[src/rtl/add_acc_lane_wrapp.sv]
// add_acc_lane_wrapp
// -------------------
// Multi-lane fixed-point adder / burst accumulator placed after the
// systolic-array drain. Each burst picks one of two modes on its first beat:
//   ADD : LANE_NUM independent A+B additions per beat, one result per beat.
//   ACC : running per-lane sum over a burst closed by add_op_last (or forced
//         out after ACC_MAX_LEN beats). A is used as a bias on the first beat
//         only; later beats add B into the accumulator.
// The side channel (type, last) travels with operand B.
//
// Ports:
//   clk, rst          clock, synchronous active-high reset
//   clk_en            global stall, low freezes every register
//   add_mode          0 = ADD, 1 = ACC (taken from the first beat of a burst)
//   add_op_a_word     operand A, lane i at [i*W +: W]
//   add_op_b_word     operand B, lane i at [i*W +: W]
//   add_op_val        beat valid
//   add_op_type       side-channel type of B
//   add_op_last       side-channel last of B, closes an ACC burst
//   add_res_word      result, lane i at [i*W +: W]
//   add_res_val       one-cycle result strobe
//   add_res_type      propagated type
//   add_res_last      propagated last (0 on a forced flush)
//   add_res_satur     per-lane overflow flag, sticky across an ACC burst
//   add_res_cnt       number of beats folded into the result

package add_acc_lane_pkg;

    typedef enum logic [1:0] {
        FIXED_POINT_GENERIC = 2'd0
    } arith_type_e;

    typedef struct packed {
        int unsigned int_wdt;
        int unsigned frac_wdt;
    } fxp_cfg_t;

    typedef struct packed {
        int unsigned word_wdt;
        fxp_cfg_t    fxp_cfg;
        arith_type_e arith_type;
        logic        arith_satur;
    } arith_cfg_t;

    localparam int unsigned C_PIPE_DATA_TYPE_WDT = 3;

endpackage

module add_acc_lane_wrapp
    import add_acc_lane_pkg::*;
#(
    parameter arith_cfg_t ADD_ARITH_CFG = '{word_wdt: 16,
                                            fxp_cfg: '{int_wdt: 8, frac_wdt: 8},
                                            arith_type: FIXED_POINT_GENERIC,
                                            arith_satur: 1'b1},
    parameter int LANE_NUM        = 4,
    parameter int ADD_IN_CYC_LEN  = 1,
    parameter int ADD_OUT_CYC_LEN = 1,
    parameter int ACC_MAX_LEN     = 256,
    localparam int W       = int'(ADD_ARITH_CFG.word_wdt),
    localparam int CNT_WDT = $clog2(ACC_MAX_LEN + 1),
    localparam int TW      = int'(C_PIPE_DATA_TYPE_WDT)
) (
    input  logic                  clk,
    input  logic                  rst,
    input  logic                  clk_en,
    input  logic                  add_mode,
    input  logic [LANE_NUM*W-1:0] add_op_a_word,
    input  logic [LANE_NUM*W-1:0] add_op_b_word,
    input  logic                  add_op_val,
    input  logic [TW-1:0]         add_op_type,
    input  logic                  add_op_last,
    output logic [LANE_NUM*W-1:0] add_res_word,
    output logic                  add_res_val,
    output logic [TW-1:0]         add_res_type,
    output logic                  add_res_last,
    output logic [LANE_NUM-1:0]   add_res_satur,
    output logic [CNT_WDT-1:0]    add_res_cnt
);

    typedef enum logic {
        ST_IDLE = 1'b0,
        ST_ACC  = 1'b1
    } state_e;

    // Input register stages
    logic [LANE_NUM*W-1:0] inA_q    [ADD_IN_CYC_LEN];
    logic [LANE_NUM*W-1:0] inB_q    [ADD_IN_CYC_LEN];
    logic                  inVal_q  [ADD_IN_CYC_LEN];
    logic                  inMode_q [ADD_IN_CYC_LEN];
    logic [TW-1:0]         inType_q [ADD_IN_CYC_LEN];
    logic                  inLast_q [ADD_IN_CYC_LEN];

    // Compute-stage view of the oldest input stage
    logic [LANE_NUM*W-1:0] cA;
    logic [LANE_NUM*W-1:0] cB;
    logic                  cVal;
    logic                  cMode;
    logic [TW-1:0]         cType;
    logic                  cLast;

    // Burst state
    state_e                state_q, state_d;
    logic [LANE_NUM*W-1:0] acc_q, acc_d;
    logic [LANE_NUM-1:0]   flag_q, flag_d;
    logic [CNT_WDT-1:0]    cnt_q, cnt_d;

    // Lane adders and emitted result
    logic [W:0]            laneSum;
    logic [LANE_NUM*W-1:0] sumWord;
    logic [LANE_NUM-1:0]   ovf;
    logic [CNT_WDT-1:0]    cntInc;
    logic                  emit;
    logic [LANE_NUM*W-1:0] emitWord;
    logic [LANE_NUM-1:0]   emitFlag;
    logic [CNT_WDT-1:0]    emitCnt;

    // Output stages; index 0 is the compute register
    logic [LANE_NUM*W-1:0] resWord_q [ADD_OUT_CYC_LEN];
    logic                  resVal_q  [ADD_OUT_CYC_LEN];
    logic [TW-1:0]         resType_q [ADD_OUT_CYC_LEN];
    logic                  resLast_q [ADD_OUT_CYC_LEN];
    logic [LANE_NUM-1:0]   resFlag_q [ADD_OUT_CYC_LEN];
    logic [CNT_WDT-1:0]    resCnt_q  [ADD_OUT_CYC_LEN];

    // One lane: sign-extend to W+1 bits, flag when the sum no longer fits
    // in W bits, then clamp or wrap depending on the arithmetic config.
    // Returns {overflow, result}.
    function automatic logic [W:0] addLane(input logic [W-1:0] x, input logic [W-1:0] y);
        logic [W:0]   sum;
        logic         lovf;
        logic [W-1:0] res;
        sum  = {x[W-1], x} + {y[W-1], y};
        lovf = sum[W] ^ sum[W-1];
        res  = sum[W-1:0];
        if (lovf && ADD_ARITH_CFG.arith_satur) begin
            res = sum[W] ? {1'b1, {(W-1){1'b0}}} : {1'b0, {(W-1){1'b1}}};
        end
        return {lovf, res};
    endfunction

    // Input delay line. Operands and side channel all move together so the
    // compute stage sees a consistent beat; a stall freezes every stage.
    always_ff @(posedge clk) begin
        if (rst) begin
            for (int s = 0; s < ADD_IN_CYC_LEN; s++) begin
                inA_q[s]    <= '0;
                inB_q[s]    <= '0;
                inVal_q[s]  <= 1'b0;
                inMode_q[s] <= 1'b0;
                inType_q[s] <= '0;
                inLast_q[s] <= 1'b0;
            end
        end else if (clk_en) begin
            inA_q[0]    <= add_op_a_word;
            inB_q[0]    <= add_op_b_word;
            inVal_q[0]  <= add_op_val;
            inMode_q[0] <= add_mode;
            inType_q[0] <= add_op_type;
            inLast_q[0] <= add_op_last;
            for (int s = 1; s < ADD_IN_CYC_LEN; s++) begin
                inA_q[s]    <= inA_q[s-1];
                inB_q[s]    <= inB_q[s-1];
                inVal_q[s]  <= inVal_q[s-1];
                inMode_q[s] <= inMode_q[s-1];
                inType_q[s] <= inType_q[s-1];
                inLast_q[s] <= inLast_q[s-1];
            end
        end
    end

    assign cA    = inA_q[ADD_IN_CYC_LEN-1];
    assign cB    = inB_q[ADD_IN_CYC_LEN-1];
    assign cVal  = inVal_q[ADD_IN_CYC_LEN-1];
    assign cMode = inMode_q[ADD_IN_CYC_LEN-1];
    assign cType = inType_q[ADD_IN_CYC_LEN-1];
    assign cLast = inLast_q[ADD_IN_CYC_LEN-1];

    // Lane adders plus the burst FSM. The first operand is A while idle
    // (plain add, or bias on the first accumulation beat) and the stored
    // accumulator while a burst is open. The accumulator keeps the already
    // clamped/wrapped W-bit value, so overflow is judged beat by beat.
    always_comb begin
        state_d  = state_q;
        acc_d    = acc_q;
        flag_d   = flag_q;
        cnt_d    = cnt_q;
        emit     = 1'b0;
        laneSum  = '0;
        sumWord  = '0;
        ovf      = '0;
        cntInc   = cnt_q + CNT_WDT'(1);

        for (int l = 0; l < LANE_NUM; l++) begin
            laneSum = addLane((state_q == ST_ACC) ? acc_q[l*W +: W] : cA[l*W +: W],
                              cB[l*W +: W]);
            sumWord[l*W +: W] = laneSum[W-1:0];
            ovf[l]            = laneSum[W];
        end

        emitWord = sumWord;
        emitFlag = ovf;
        emitCnt  = CNT_WDT'(1);

        case (state_q)
            ST_IDLE: begin
                if (cVal) begin
                    if (!cMode) begin
                        emit = 1'b1;
                    end else begin
                        acc_d  = sumWord;
                        flag_d = ovf;
                        cnt_d  = CNT_WDT'(1);
                        if (cLast || (CNT_WDT'(1) == CNT_WDT'(ACC_MAX_LEN))) begin
                            emit = 1'b1;
                        end else begin
                            state_d = ST_ACC;
                        end
                    end
                end
            end
            ST_ACC: begin
                if (cVal) begin
                    acc_d    = sumWord;
                    flag_d   = flag_q | ovf;
                    cnt_d    = cntInc;
                    emitFlag = flag_q | ovf;
                    emitCnt  = cntInc;
                    if (cLast || (cntInc == CNT_WDT'(ACC_MAX_LEN))) begin
                        emit    = 1'b1;
                        state_d = ST_IDLE;
                    end
                end
            end
            default: begin
                state_d = ST_IDLE;
            end
        endcase
    end

    // Burst state, compute register and the trailing output delay stages.
    // The compute register only loads payload when a result is emitted;
    // the valid bit alone marks it, giving a one-cycle strobe.
    always_ff @(posedge clk) begin
        if (rst) begin
            state_q <= ST_IDLE;
            acc_q   <= '0;
            flag_q  <= '0;
            cnt_q   <= '0;
            for (int s = 0; s < ADD_OUT_CYC_LEN; s++) begin
                resWord_q[s] <= '0;
                resVal_q[s]  <= 1'b0;
                resType_q[s] <= '0;
                resLast_q[s] <= 1'b0;
                resFlag_q[s] <= '0;
                resCnt_q[s]  <= '0;
            end
        end else if (clk_en) begin
            state_q     <= state_d;
            acc_q       <= acc_d;
            flag_q      <= flag_d;
            cnt_q       <= cnt_d;
            resVal_q[0] <= emit;
            if (emit) begin
                resWord_q[0] <= emitWord;
                resType_q[0] <= cType;
                resLast_q[0] <= cLast;
                resFlag_q[0] <= emitFlag;
                resCnt_q[0]  <= emitCnt;
            end
            for (int s = 1; s < ADD_OUT_CYC_LEN; s++) begin
                resWord_q[s] <= resWord_q[s-1];
                resVal_q[s]  <= resVal_q[s-1];
                resType_q[s] <= resType_q[s-1];
                resLast_q[s] <= resLast_q[s-1];
                resFlag_q[s] <= resFlag_q[s-1];
                resCnt_q[s]  <= resCnt_q[s-1];
            end
        end
    end

    assign add_res_word  = resWord_q[ADD_OUT_CYC_LEN-1];
    assign add_res_val   = resVal_q[ADD_OUT_CYC_LEN-1];
    assign add_res_type  = resType_q[ADD_OUT_CYC_LEN-1];
    assign add_res_last  = resLast_q[ADD_OUT_CYC_LEN-1];
    assign add_res_satur = resFlag_q[ADD_OUT_CYC_LEN-1];
    assign add_res_cnt   = resCnt_q[ADD_OUT_CYC_LEN-1];

endmodule

[config.mk]
export PLATFORM = sky130hd
export DESIGN_NAME = add_acc_lane_wrapp
export DESIGN_NICKNAME = d
export VERILOG_FILES = /design/src/rtl/add_acc_lane_wrapp.sv
export SDC_FILE = /design/constraint.sdc
export NUM_CORES = 1
export LEC_CHECK = 0
export BUFFER_PORTS_ARGS = -buffer_cell sky130_fd_sc_hd__buf_2
export CAP_MARGIN = 30
export CORE_ASPECT_RATIO = 1.4
export CORE_MARGIN = 2
export CORE_UTILIZATION = 58
export CTS_CLUSTER_DIAMETER = 150
export DETAILED_ROUTE_END_ITERATION = 10
export PLACE_DENSITY = 0.78
export RECOVER_POWER = 100
export SLEW_MARGIN = 20
export SYNTH_ARGS = -nofsm -noshare
export SYNTH_HDL_FRONTEND = slang
export SYNTH_SLANG_ARGS = --single-unit
[constraint.sdc]
create_clock -name clk -period 5.1 [get_ports clk]
set_input_delay 0 -clock clk [delete_from_list [all_inputs] [get_ports clk]]
set_output_delay 0 -clock clk [all_outputs]
set_load 0.005 [all_outputs]
After elaboration in Yosys (flattened, before gate mapping)
Memories as Yosys holds them, arrays and structs flattened.
Index checks and enable logic that the tools add are counted.
{"block": "word_totals", "regBits": 78, "latchBits": 0, "ram_bits": 216, "rom_bits": 0, "word_cells": 118, "mem_count": 12}
{"block": "classes", "add_sub_neg": 5, "mul": 0, "div_mod_pow": 0, "n_lt_le_gt_ge": 0, "eq_ne": 4, "shift": 0, "mux": 73, "bitwise_logic": 6, "n_reduce_logical": 14}
{"memory": "inA_q", "words": 1, "width": 64, "read_ports": 1, "rd_ports_with_merged_regs": 0, "wr": 1, "line": "87", "text": "logic [LANE_NUM*W-1:0] inA_q [ADD_IN_CYC_LEN];"}
{"memory": "inB_q", "words": 1, "width": 64, "read_ports": 1, "rd_ports_with_merged_regs": 0, "wr": 1, "line": "88", "text": "logic [LANE_NUM*W-1:0] inB_q [ADD_IN_CYC_LEN];"}
{"memory": "resWord_q", "words": 1, "width": 64, "read_ports": 1, "rd_ports_with_merged_regs": 0, "wr": 1, "line": "119", "text": "logic [LANE_NUM*W-1:0] resWord_q [ADD_OUT_CYC_LEN];"}
{"memory": "resCnt_q", "words": 1, "width": 9, "read_ports": 1, "rd_ports_with_merged_regs": 0, "wr": 1, "line": "124", "text": "logic [CNT_WDT-1:0] resCnt_q [ADD_OUT_CYC_LEN];"}
{"memory": "resFlag_q", "words": 1, "width": 4, "read_ports": 1, "rd_ports_with_merged_regs": 0, "wr": 1, "line": "123", "text": "logic [LANE_NUM-1:0] resFlag_q [ADD_OUT_CYC_LEN];"}
{"memory": "inType_q", "words": 1, "width": 3, "read_ports": 1, "rd_ports_with_merged_regs": 0, "wr": 1, "line": "91", "text": "logic [TW-1:0] inType_q [ADD_IN_CYC_LEN];"}
{"memory": "6 more memories"}
{"cell": "64-bit 2-to-1 mux", "n": 6}
{"cell": "16-bit 2-to-1 mux", "n": 12}
{"cell": "64-bit OR reduction", "n": 3}
{"cell": "64-bit case mux with 2 select lines", "n": 1}
{"cell": "16-bit by 16-bit adder with 17-bit output", "n": 4}
{"cell": "9-bit 2-to-1 mux", "n": 6}
{"cell": "1-bit 2-to-1 mux", "n": 36}
{"cell": "4-bit 2-to-1 mux", "n": 6}
{"cell": "9-bit case mux with 2 select lines", "n": 1}
{"cell": "9-bit by 1-bit adder with 9-bit output (second input constant)", "n": 1}
{"cell": "9-bit equality test (second input constant)", "n": 1}
{"cell": "9-bit OR reduction", "n": 1}
{"cell": "4-bit case mux with 2 select lines", "n": 1}
{"cell": "3-bit 2-to-1 mux", "n": 2}
{"cell": "2-bit inequality test (second input constant)", "n": 3}
{"cell": "3-bit OR reduction", "n": 2}
{"cell": "1-bit OR reduction", "n": 5}
{"cell": "4-bit bitwise OR", "n": 1}
{"cell": "1-bit case mux with 2 select lines", "n": 2}
{"cell": "4-bit AND reduction", "n": 1}
{"cell": "4-bit OR reduction", "n": 1}
{"cell": "1-bit XOR", "n": 4}
{"cell": "1-bit logical OR", "n": 1}
{"cell": "1-bit NOT", "n": 1}

Longest topological paths before layout
Gate-level depths: netlist (run 1).
{"block": "depth", "ltp_word": 12, "depth_mapped": 16, "ltp_nobuf": 12}

Worst setup path after synthesis (run 1)
Ideal clock, no wire load.
{"block": "synth_path", "path_kind": "reg2reg", "startpoint": "register state_q", "endpoint": "memory resWord_q[0][48] (netlist bit), data pin", "setup_time_ns": 0.266, "arrival_ns": 3.558, "t_required_ns": 4.834, "slack_ns": 1.276, "path_stages_with_launch": 14, "path_buffers": 3, "period_less_slack_ns": 3.824, "path_cell_list": "dfxtp_1 clkbuf_1 clkbuf_1 mux2_2 ha_1 o21a_1 o211a_1 a211oi_2 nor4b_1 or4b_4 or2_1 buf_6 a21oi_2 nor2_1"}
{"block": "synth_between", "elab_chain_cells": 8}
{"element": "start, declared", "line": "103", "text": "state_e state_q, state_d;"}
{"element": "start signal, assigned", "line": "259", "text": "state_q <= state_d;"}
{"element": "branches (longest 7 deep; another with 16-bit by 16-bit adder with 17-bit output)"}
{"element": "64-bit 2-to-1 mux (no source line) (*)"}
{"element": "end, declared", "line": "119"}
Every way passes the cells marked *.

Worst setup path after layout (run 1)
{"block": "layout_path", "startpoint": "register state_q", "endpoint": "memory resWord_q[0][50] (netlist bit), data pin"}
Same word-level chain as after synthesis.

==> results of run 1 <==
-- per-stage QoR --
step	worst slack [ns]	instance area, sq um	instances	power (mW)	hold WS [ns]
2_1_floorplan	1.28	14900	1351	3.63	0.198
3_3_place_gp	1.12	16200	1831	3.91	0.276
3_5_place_dp	0.963	16200	1831	3.93	0.278
4_1_cts	0.946	18500	2020	5.97	0.0865
5_1_grt	0.398	18300	2021	6.18	0.120
6_report	0.727	18300	2021	5.92	0.0872
-- per-layer routing --
| layer | GRT usage [%] | vias up | wire [um] |
|---|---|---|---|
| met1 | 31.5 | 5474 | 14200 |
| met5 | 0 | - | 13 |
| met4 | 9.69 | 2 | 1170 |
| met3 | 3.33 | 81 | 1870 |
| met2 | 48.2 | 329 | 18800 |
| li1 | - | 5524 | - |
-- worst paths after layout --
check / slack (ns) / start / endpoint / depth (start not counted)
max reg2reg: 0.73 / state_q / resWord_q[0][50] / 11
max: 0.73 / state_q / resWord_q[0][50] / 11
min: 0.09 / rst / cnt_q[5] / 3
min reg2reg: 0.45 / acc_q[38] / acc_q[38] / 2
-- worst min-delay path, stage by stage --
cell and delay, ns:
buf_2 0.11, buf_4 0.33, nor2_1 0.17
-- registers in the layout, indices dropped and copies added (netlist names) --
name,flops
inA_q,64
resType_q,3
acc_q,64
state_q,1
resWord_q,64
cnt_q,9
resFlag_q,4
inMode_q,1
inType_q,3
resCnt_q,9
flag_q,4
inVal_q,1
resVal_q,1
resLast_q,1
inB_q,64
inLast_q,1
-- synth_stat cells, drive strengths merged, types with 5 or more instances --
cell type	n	area, sq um
edfxtp	216	6490
nor2	164	616
and2	143	898
a21oi	86	460
dfxtp	78	1560
nand2	73	277
ha	66	826
o21ai	64	320
mux2	61	687
clkbuf	50	188
a211oi	43	333
xnor2	38	333
inv	26	97.6
a21o	21	158
nand3	21	115
xor2	19	166
buf	17	98.8
nand2b	13	81.3
o211ai	13	103
and3	12	75.1
o21a	11	82.6
a31oi	10	62.6
nor2b	10	62.6
nand3b	9	67.6
nor3	8	40.0
or2	7	43.8
or3	7	43.8
a22oi	6	50.1
a311oi	5	43.8
mux2i	5	50.1
-- final cells by class --
| cell class | count | area, sq um | share of cell area [%] |
|---|---|---|---|
| clock inverter | 9 | 52.6 | 0.287 |
| sequential | 294 | 8050 | 44.0 |
| inverter | 26 | 97.6 | 0.533 |
| multi-input combinational | 964 | 6400 | 35.0 |
| timing repair buffer | 364 | 2480 | 13.6 |
| tap | 319 | 399 | 2.18 |
| clock buffer | 45 | 816 | 4.46 |
-- where the power goes --
part	total (mW)	internal, mW	switching [mW]
Clock	1.97	1.10	0.876
Sequential	2.80	2.73	0.0697
Combinational	1.14	0.492	0.650
-- what timing repair did --
| action | in CTS | in global routing |
|---|---|---|
| endpoints found under the hold margin | 135 | 0 |
| setup buffers | 0 | 0 |
| hold buffers | 135 | 0 |
-- layout by cell type (no fill, tap or decap), types with 19 or more instances in the layout --
master         netlist  final
and2_1             141     45
xor2_1              19     19
a21o_1              21     21
inv_1               25     25
a21oi_1             78     86
and2_0               0     96
clkbuf_16            0     29
a211oi_1            41     43
nand3_1             19     19
edfxtp_1           216    216
o21ai_0             64     64
dlygate4sd3_1        0    135
nor2_1             164    163
ha_1                66     66
xnor2_1             38     38
mux2_2              61     61
clkbuf_1            50     64
dfxtp_1             78     77
buf_2               13    169
nand2_1             72     73
-- cells by family (layout without fill, tap and decap cells) --
family,after synthesis,count (layout),share of synthesized area (%)
xor gates and xnor gates,57,57,3.35
and+or+nand+nor,479,479,16.2
buffers and inverters,93,444,2.58
AOI/OAI and AO/OA,291,291,12.8
muxes,66,66,4.95
adders and majority gates,71,71,6.15
DFF,294,294,54.0
==> run metrics, run 1 <==
status finished, violations left; failing checks max-capacitance violations, max-slew violations; First-pass DRT Iterations 4; CTS clock-pin slew for the worst setup and hold paths about 0.060 ns; ys flop type edfxtp_1; via/cell ratio ~5.6; Synth Register Bits between 200 and 300; Crit-path slowest cell dfxtp_4; Worst IR Drop VDD between 0.3 and 0.4 mV; critical path buffer and inverter count 1; CTS buffer count 29; Initial Utilization between 50 and 60%; worst slew pin tran 3.70 ns; Die ar. 27000 sq um; antenna cells 0; RSZ-0062 raised after global routing no; GR Overflow Total 0; Rows 69; CTS tree yes; startpoint types flop; CTS H-Tree Depth 1; I/O Pins approximately 220; Net Count, Synth approximately 1.6k; Worst Setup End Kind flop; crit path kind flop to flop; Crit Path Max Fanout 44; Pleak around 7.4 nW; Post-DRT Antenna Nets 0; gpl congestion between 0.8 and 0.9; Clock Skew a little under 0.02 ns; Setup-failing EPs final 0; FILL cells between 1.5k and 2k; Post-synth ARST share 0%; largest net degree at the start of global routing around 140; family with the most delay on the worst path simple AND/OR/NAND/NOR gates; All-Layer GR Usage 26.3%; Worst EP arrival roughly 4.6 ns; number of global-route vias before repair 11.9k; peak per-stage delay on the critical path a little under 0.8 ns; CTS root buffer clkbuf_16; Hold Crit Class input port to flop; Iter 0 DRT Violations 550; clk buf depth 3; crit path time final 4.37 ns; vias post-DR 11.4k; # DRC 0; Yosys warning count 0; final wirelength approximately 36000 um; count of buffers from port buffering between 200 and 250; worst-path cell chain mux2i_1 -> inv_1 -> ha_1 -> a211oi_1 -> o211ai_1 -> a211oi_1 -> nor4b_1 -> or4b_2 -> or2_1 -> a31oi_1 -> nor2_1; layout cells sized above 1 16.9%; synthesis-to-layout area growth 22.8%; clk sinks 294; Final period util between 80% and 90%; setup TNS 0 ns; Critical Path RT about 5.4 ns; WL per Instance between 15 and 20 um; final core area utilization 72.3%; PwrDens roughly 320 nW/um^2; Nets about 1.9k; clk_lat worst skew 0.56 ns; Max-Cap Viols 6; width of the chip 139 um; register area share after synthesis 54.0%; Die H between 150 and 200 um; Post-synth EDFFs between 200 and 250; dpl hpwl roughly 23000 um; Mapped Area ~15000 sq um; final hold vios 0; syn_area_per_cell 11.0 sq um; post_cts resized 0; post-synthesis cell count between 1k and 1.5k; antenna violations before repair 1; Core Box Area approximately 25000 sq um; first-pass GRT wire length 58400 um; post-synthesis cell type count around 70; Worst path most repeated cell a211oi_1; Max Fclk around 230 MHz; slew margin rel. -147%; Final Max Tran Viols between 200 and 300
No activity file was read; power rests on OpenSTA's default activity.
==> inputs of run 2 (changes only) <==
--- a/config.mk
+++ b/config.mk
@@ -9,10 +9,11 @@
 export CAP_MARGIN = 30
 export CORE_ASPECT_RATIO = 1.4
 export CORE_MARGIN = 2
-export CORE_UTILIZATION = 58
+export CORE_UTILIZATION = 60
+export CTS_BUF_LIST = sky130_fd_sc_hd__clkbuf_4 sky130_fd_sc_hd__clkbuf_8
 export CTS_CLUSTER_DIAMETER = 150
 export DETAILED_ROUTE_END_ITERATION = 10
-export PLACE_DENSITY = 0.78
+export PLACE_DENSITY = 0.8
 export RECOVER_POWER = 100
 export SLEW_MARGIN = 20
 export SYNTH_ARGS = -nofsm -noshare
==> run 2 against run 1 <==
Against the previous run: the flow still finishes with violations (max-capacitance violations, max-slew violations); first-iteration DRC count up 8.2%; clock-buffer cell count is 11 higher; global-route usage rose by 1.7 points; register-to-register slack got worse by 0.19 ns; die area shrank 3.3%; cell count increased by 1.4%; via count is 1.4% higher; total power rose by 0.62%; maximum frequency decreased by 4.1%; clock skew up 0.028 ns; worst setup slack worse by 0.19 ns.
==> run metrics, run 2 (same netlist as run 1, synthesis figures left out) <==
status finished, violations left; failing checks max-capacitance violations, max-slew violations; Logic pwr share approximately a fifth; Worst EP arrival between 4 and 5 ns; most frequent cells in the layout 216 x edfxtp_1, 163 x nor2_1, 158 x buf_2; P_int 4.27 mW; CTS H-Tree Depth 2; Setup-failing EPs final 0; first-pass GRT wire length 57300 um; Die ar. about 26000 sq um; crit path time final ~4.6 ns; width of the chip between 100 and 150 um; CTS root buffer clkbuf_8; CTS tree yes; number of global-route vias before repair around 12k; All-Layer GR Usage between 20 and 30%; Worst IR Drop VDD 0.243 mV; clk sinks slightly below 300; synthesis-to-layout area growth 23.2%; WL met1 ~15000 um; Top Metal Used met4; clock network fraction of design power about a third; via/cell ratio roughly 5.6; RSZ-0062 raised after global routing no; DR WL met2 19200 um; setup TNS 0 ns; gpl congestion between 0.9 and 1; Iter 0 DRT Violations 595; WL per Instance between 15 and 20 um; Critical Path RT around 5.4 ns; I/O Pins approximately 220; Rows 68; Post-DRT Antenna Nets 0; switching share of power between 20% and 30%; slew margin rel. -45.4%; crit path kind flop to flop; Hold Crit Class input port to flop; CTS clock-pin slew for the worst setup and hold paths approximately 0.070 ns; Core Box Area 24500 sq um; Max Fclk 219 MHz; Die H about 190 um; antenna violations before repair 1; clk_lat worst skew 0.60 ns; Initial Utilization 60.8%; total power a little under 6 mW; placed cells 1829; First-pass DRT Iterations 5; layout cells sized above 1 18.2%; largest net degree at the start of global routing around 140; Nets about 1.9k; Setup Buffers After CTS 0; GR Overflow Total 0; commonest non-fill, non-tap cell in the layout edfxtp_1; CTS buffer count 45; dpl hpwl 22700 um; final hold vios 0; Pleak approximately 7.5 nW; fin cells roughly 2.1k; vias post-DR between 10k and 15k; wire length on met3 around 1900 um; startpoint types flop; Clock Skew approximately 0.047 ns; Seq pwr share ~47%; Max-Cap Viols 5; clk buf depth 3; PwrDens about 320 nW/um^2; Psw 1.69 mW; Worst Setup End Kind flop; count of buffers from port buffering roughly 220; Final Max Tran Viols around 290; final wirelength between 30000 and 40000 um; Crit Path Max Fanout between 50 and 60; worst slew pin tran around 2.2 ns; Final period util between 80% and 90%; # DRC 0
## run 2: cell count changes in the layout (fill, tap and decap cells not counted), moves of 8 or more
cell,before,now
and2_0,96,74
and2_1,45,67
buf_2,169,158
clkbuf_16,29,0
clkbuf_4,0,8
clkbuf_8,3,48
clkinv_1,2,10
clkinv_2,4,12
## run 2: power groups by stage
stage | combinational (mW) | sequential (mW) | clock [mW]
final | 1.15 | 2.80 | 2.00
after global routing | 1.27 | 2.81 | 2.12
after CTS | 1.17 | 2.80 | 2.02
after detailed placement | 1.08 | 2.85 | 0
after global placement | 1.05 | 2.85 | 0
after floorplan | 0.808 | 2.82 | 0
## run 2: repair_timing
item                                   CTS  global route
endpoints found under the hold margin  141             0
gates resized for setup                  0             0
hold buffers                           137             0
## run 2: worst paths after layout
| kind | startpoint | depth (start not counted) | slack (ns) | end |
|---|---|---|---|---|
| max | state_q | 11 | 0.54 | resWord_q[0][60] |
| min | add_op_b_word[20] | 3 | 0.21 | inB_q[0][20] |
| max reg2reg | state_q | 11 | 0.54 | resWord_q[0][60] |
| min reg2reg | acc_q[56] | 2 | 0.45 | acc_q[56] |
## run 2: metal layers
| layer | GRT usage, % | vias to the layer above |
|---|---|---|
| li1 | - | 5576 |
| met3 | 4.39 | 109 |
| met2 | 50.8 | 402 |
| met1 | 32.2 | 5478 |
| met5 | 0 | - |
| met4 | 12.3 | 0 |
## run 2: final cells by class
class	instances	area, sq um
flip-flops and latches	294	8050
multi-input cells	964	6410
fillers	1631	6150
repair buffers	367	2490
clock buffers	56	721
well taps	315	394
clock inverters	27	184
inverters	26	97.6
diodes	1	2.50
## run 2: through the flow
step / setup slack (ns) / instance area [sq um] / util, % / hold WS (ns)
global route: 0.262 / 18400 / 74.9 / 0.213
CTS: 0.746 / 18500 / 75.7 / 0.181
detailed placement: 0.749 / 16300 / 66.4 / 0.278
floorplan: 1.28 / 14900 / - / 0.198
global placement: 0.895 / 16200 / 66.2 / 0.276
finish: 0.540 / 18400 / 74.9 / 0.212
## run 2: worst max-delay path, cell delays in order (launching register included)
cell and delay, ns:
dfxtp_4 0.92, mux2i_1 0.39, inv_1 0.08, ha_1 0.30, a211oi_1 0.34, o211ai_1 0.22
a211oi_1 0.39, nor4b_1 0.09, or4b_2 0.74, or2_1 0.44, a21oi_1 0.29, nor2_1 0.07
==> inputs of run 3 (changes only) <==
--- a/config.mk
+++ b/config.mk
@@ -15,6 +15,7 @@
 export DETAILED_ROUTE_END_ITERATION = 10
 export PLACE_DENSITY = 0.8
 export RECOVER_POWER = 100
+export SKIP_LAST_GASP = 1
 export SLEW_MARGIN = 20
 export SYNTH_ARGS = -nofsm -noshare
 export SYNTH_HDL_FRONTEND = slang
==> constraint.sdc (replaced) <==
create_clock -name clk -period 5.1 [get_ports clk]
set_input_delay 0.765 -clock clk [delete_from_list [all_inputs] [get_ports clk]]
set_output_delay 0.765 -clock clk [all_outputs]
set_load 0.005 [all_outputs]
==> run 3 against run 2 <==
Against the previous run: total power rose by 2.5%; highest routed layer is now met5; the run still ends with max-capacitance violations, max-slew violations left; maximum frequency shrank 0.60%; final area down 6.7%; critical path type unchanged.
==> run metrics, run 3 (same netlist as run 1, synthesis figures left out) <==
CTS root buffer clkbuf_8; Post-DRT Antenna Nets 0; total power 6.11 mW; P_int around 4.5 mW; Nets around 1.8k; layout cells sized above 1 between 20% and 30%; final worst setup slack between 0.5 and 0.6 ns; setup TNS 0 ns; antenna cells 0; first-pass GRT wire length approximately 53000 um; worst-path cell chain mux2i_1 -> inv_1 -> ha_1 -> a211oi_1 -> o211ai_1 -> a211oi_1 -> nor4b_1 -> or4b_1 -> or2_0 -> a21oi_1 -> nor2_1; crit path kind flop to flop; most frequent cells in the layout 216 x edfxtp_1, 163 x nor2_1, 162 x buf_2; Psw about 1.6 mW; dpl ws between 0.7 and 0.8 ns; Seq pwr share about 46%; Final Max Tran Viols ~270; worst slew pin tran between 1.5 and 2 ns; fin cells roughly 1.9k; status finished, violations left; final wirelength 33600 um; clk buf depth 3; Worst path most repeated cell a211oi_1; Clock Skew 0.0150 ns; clock network fraction of design power 36.8%; Setup Buffers After CTS 0; I/O Pins 219; Initial Utilization between 60% and 70%; register area between 8000 and 9000 sq um; Die ar. between 20000 and 30000 sq um; Crit Path Max Fanout just under 50; area of the multi-input gates 6410 sq um; critical path buffer and inverter count 1; last element of the critical path resWord_q[0][54]; startpoint types flop; failing checks max-capacitance violations, max-slew violations; r2r setup slk 0.51 ns; Worst Setup End Kind flop; Stages on worst setup path 11; post_cts resized 0; r2r endpoint resWord_q[0][54]; CTS tree yes; design area ~17000 sq um; Hold Crit Class flop to flop; Rows 68; Max Fclk about 220 MHz; peak per-stage delay on the critical path 0.85 ns; GR Overflow Total 0; FILL cells between 1.5k and 2k; final core area utilization 69.9%; switching share of power roughly a quarter; dpl hpwl roughly 23000 um; clk_lat worst skew around 0.57 ns; Pleak just under 7 nW; RR Startpoint state_q; Reg2Reg Depth 11; PwrDens approximately 360 nW/um^2; Max-Cap Viols 5; Worst EP arrival ~4.9 ns; Logic pwr share ~17%; placed cells around 1.8k; Hold WS around 0.45 ns; clk sinks between 200 and 300; RSZ-0062 raised after global routing no; Critical Path RT around 5.4 ns; width of the chip 137 um; Core Box Area ~25000 sq um; largest net degree at the start of global routing 136; CTS H-Tree Depth 2; Crit-path slowest cell dfxtp_4; First-pass DRT Iterations 5; antenna violations before repair 1; synthesis-to-layout area growth 14.9%; Die H roughly 190 um; Crit. Startpoint state_q; crit path time final 4.59 ns; # DRC 0; via/cell ratio 5.70; slew margin rel. -28.5%; WL per Instance about 18 um; Worst IR Drop VDD 0.314 mV; family with the most delay on the worst path compound AO/OA/AOI/OAI gates; final hold vios 0; hold-fix buffer count after cts 0; All-Layer GR Usage roughly a quarter; Iter 0 DRT Violations 567; CTS clock-pin slew for the worst setup and hold paths ~0.060 ns; CTS buffer count 45; commonest non-fill, non-tap cell in the layout edfxtp_1; gpl congestion about 0.88; Final period util 90.0%; vias post-DR roughly 11k; Setup-failing EPs final 0; number of global-route vias before repair 10.9k; count of buffers from port buffering ~220; dpl cell area between 15000 and 20000 sq um
==> run 3: changes by cell type in the layout (fill, tap and decap cells not counted), moves of 5 or more <==
cell           change
and2_1             -7
clkinv_1           -5
dlygate4sd3_1    -137
clkbuf_8           +5
clkbuf_1           -5
and2_0             +7
==> run 3: worst min-delay path, cell delays in order (launching register included) <==
cell and delay, ns:
dfxtp_1 0.32, nand2_1 0.04, o21ai_0 0.05
==> run 3: final cells by class <==
| class | count | area share [%] |
|---|---|---|
| Tap cell | 315 | 2.30 |
| Multi-Input combinational cell | 964 | 37.5 |
| Timing Repair Buffer | 231 | 6.48 |
| Clock buffer | 62 | 4.65 |
| Inverter | 26 | 0.570 |
| Clock inverter | 22 | 1.51 |
| Sequential cell | 294 | 47.0 |
==> run 3: per-layer routing <==
metal	share of wire [%]	vias up	GRT usage, %
met5	0.039	-	0
met4	3.1	2	9.20
met3	5.5	68	4.20
met2	51	328	45.6
met1	41	5203	31.6
li1	-	5302	-
==> run 3: worst min-delay path by stage <==
stage                            startpoint      endpoint  slack (ns)  cells past startpoint
final                             acc_q[11]     acc_q[11]        0.45                      2
after global routing      add_op_b_word[32]  inB_q[0][32]        0.43                      2
after CTS                 add_op_b_word[32]  inB_q[0][32]        0.43                      2
after detailed placement          acc_q[11]     acc_q[11]        0.44                      2
after global placement            acc_q[58]     acc_q[58]        0.43                      2
after floorplan                   acc_q[10]     acc_q[10]        0.42                      2
==> run 3: power by group through the flow <==
stage | clock [mW] | sequential (mW) | combinational, mW
2_1_floorplan | 0 | 2.82 | 0.808
3_3_place_gp | 0 | 2.85 | 1.06
3_5_place_dp | 0 | 2.85 | 1.08
4_1_cts | 2.29 | 2.80 | 1.09
5_1_grt | 2.38 | 2.81 | 1.18
6_report | 2.25 | 2.80 | 1.06
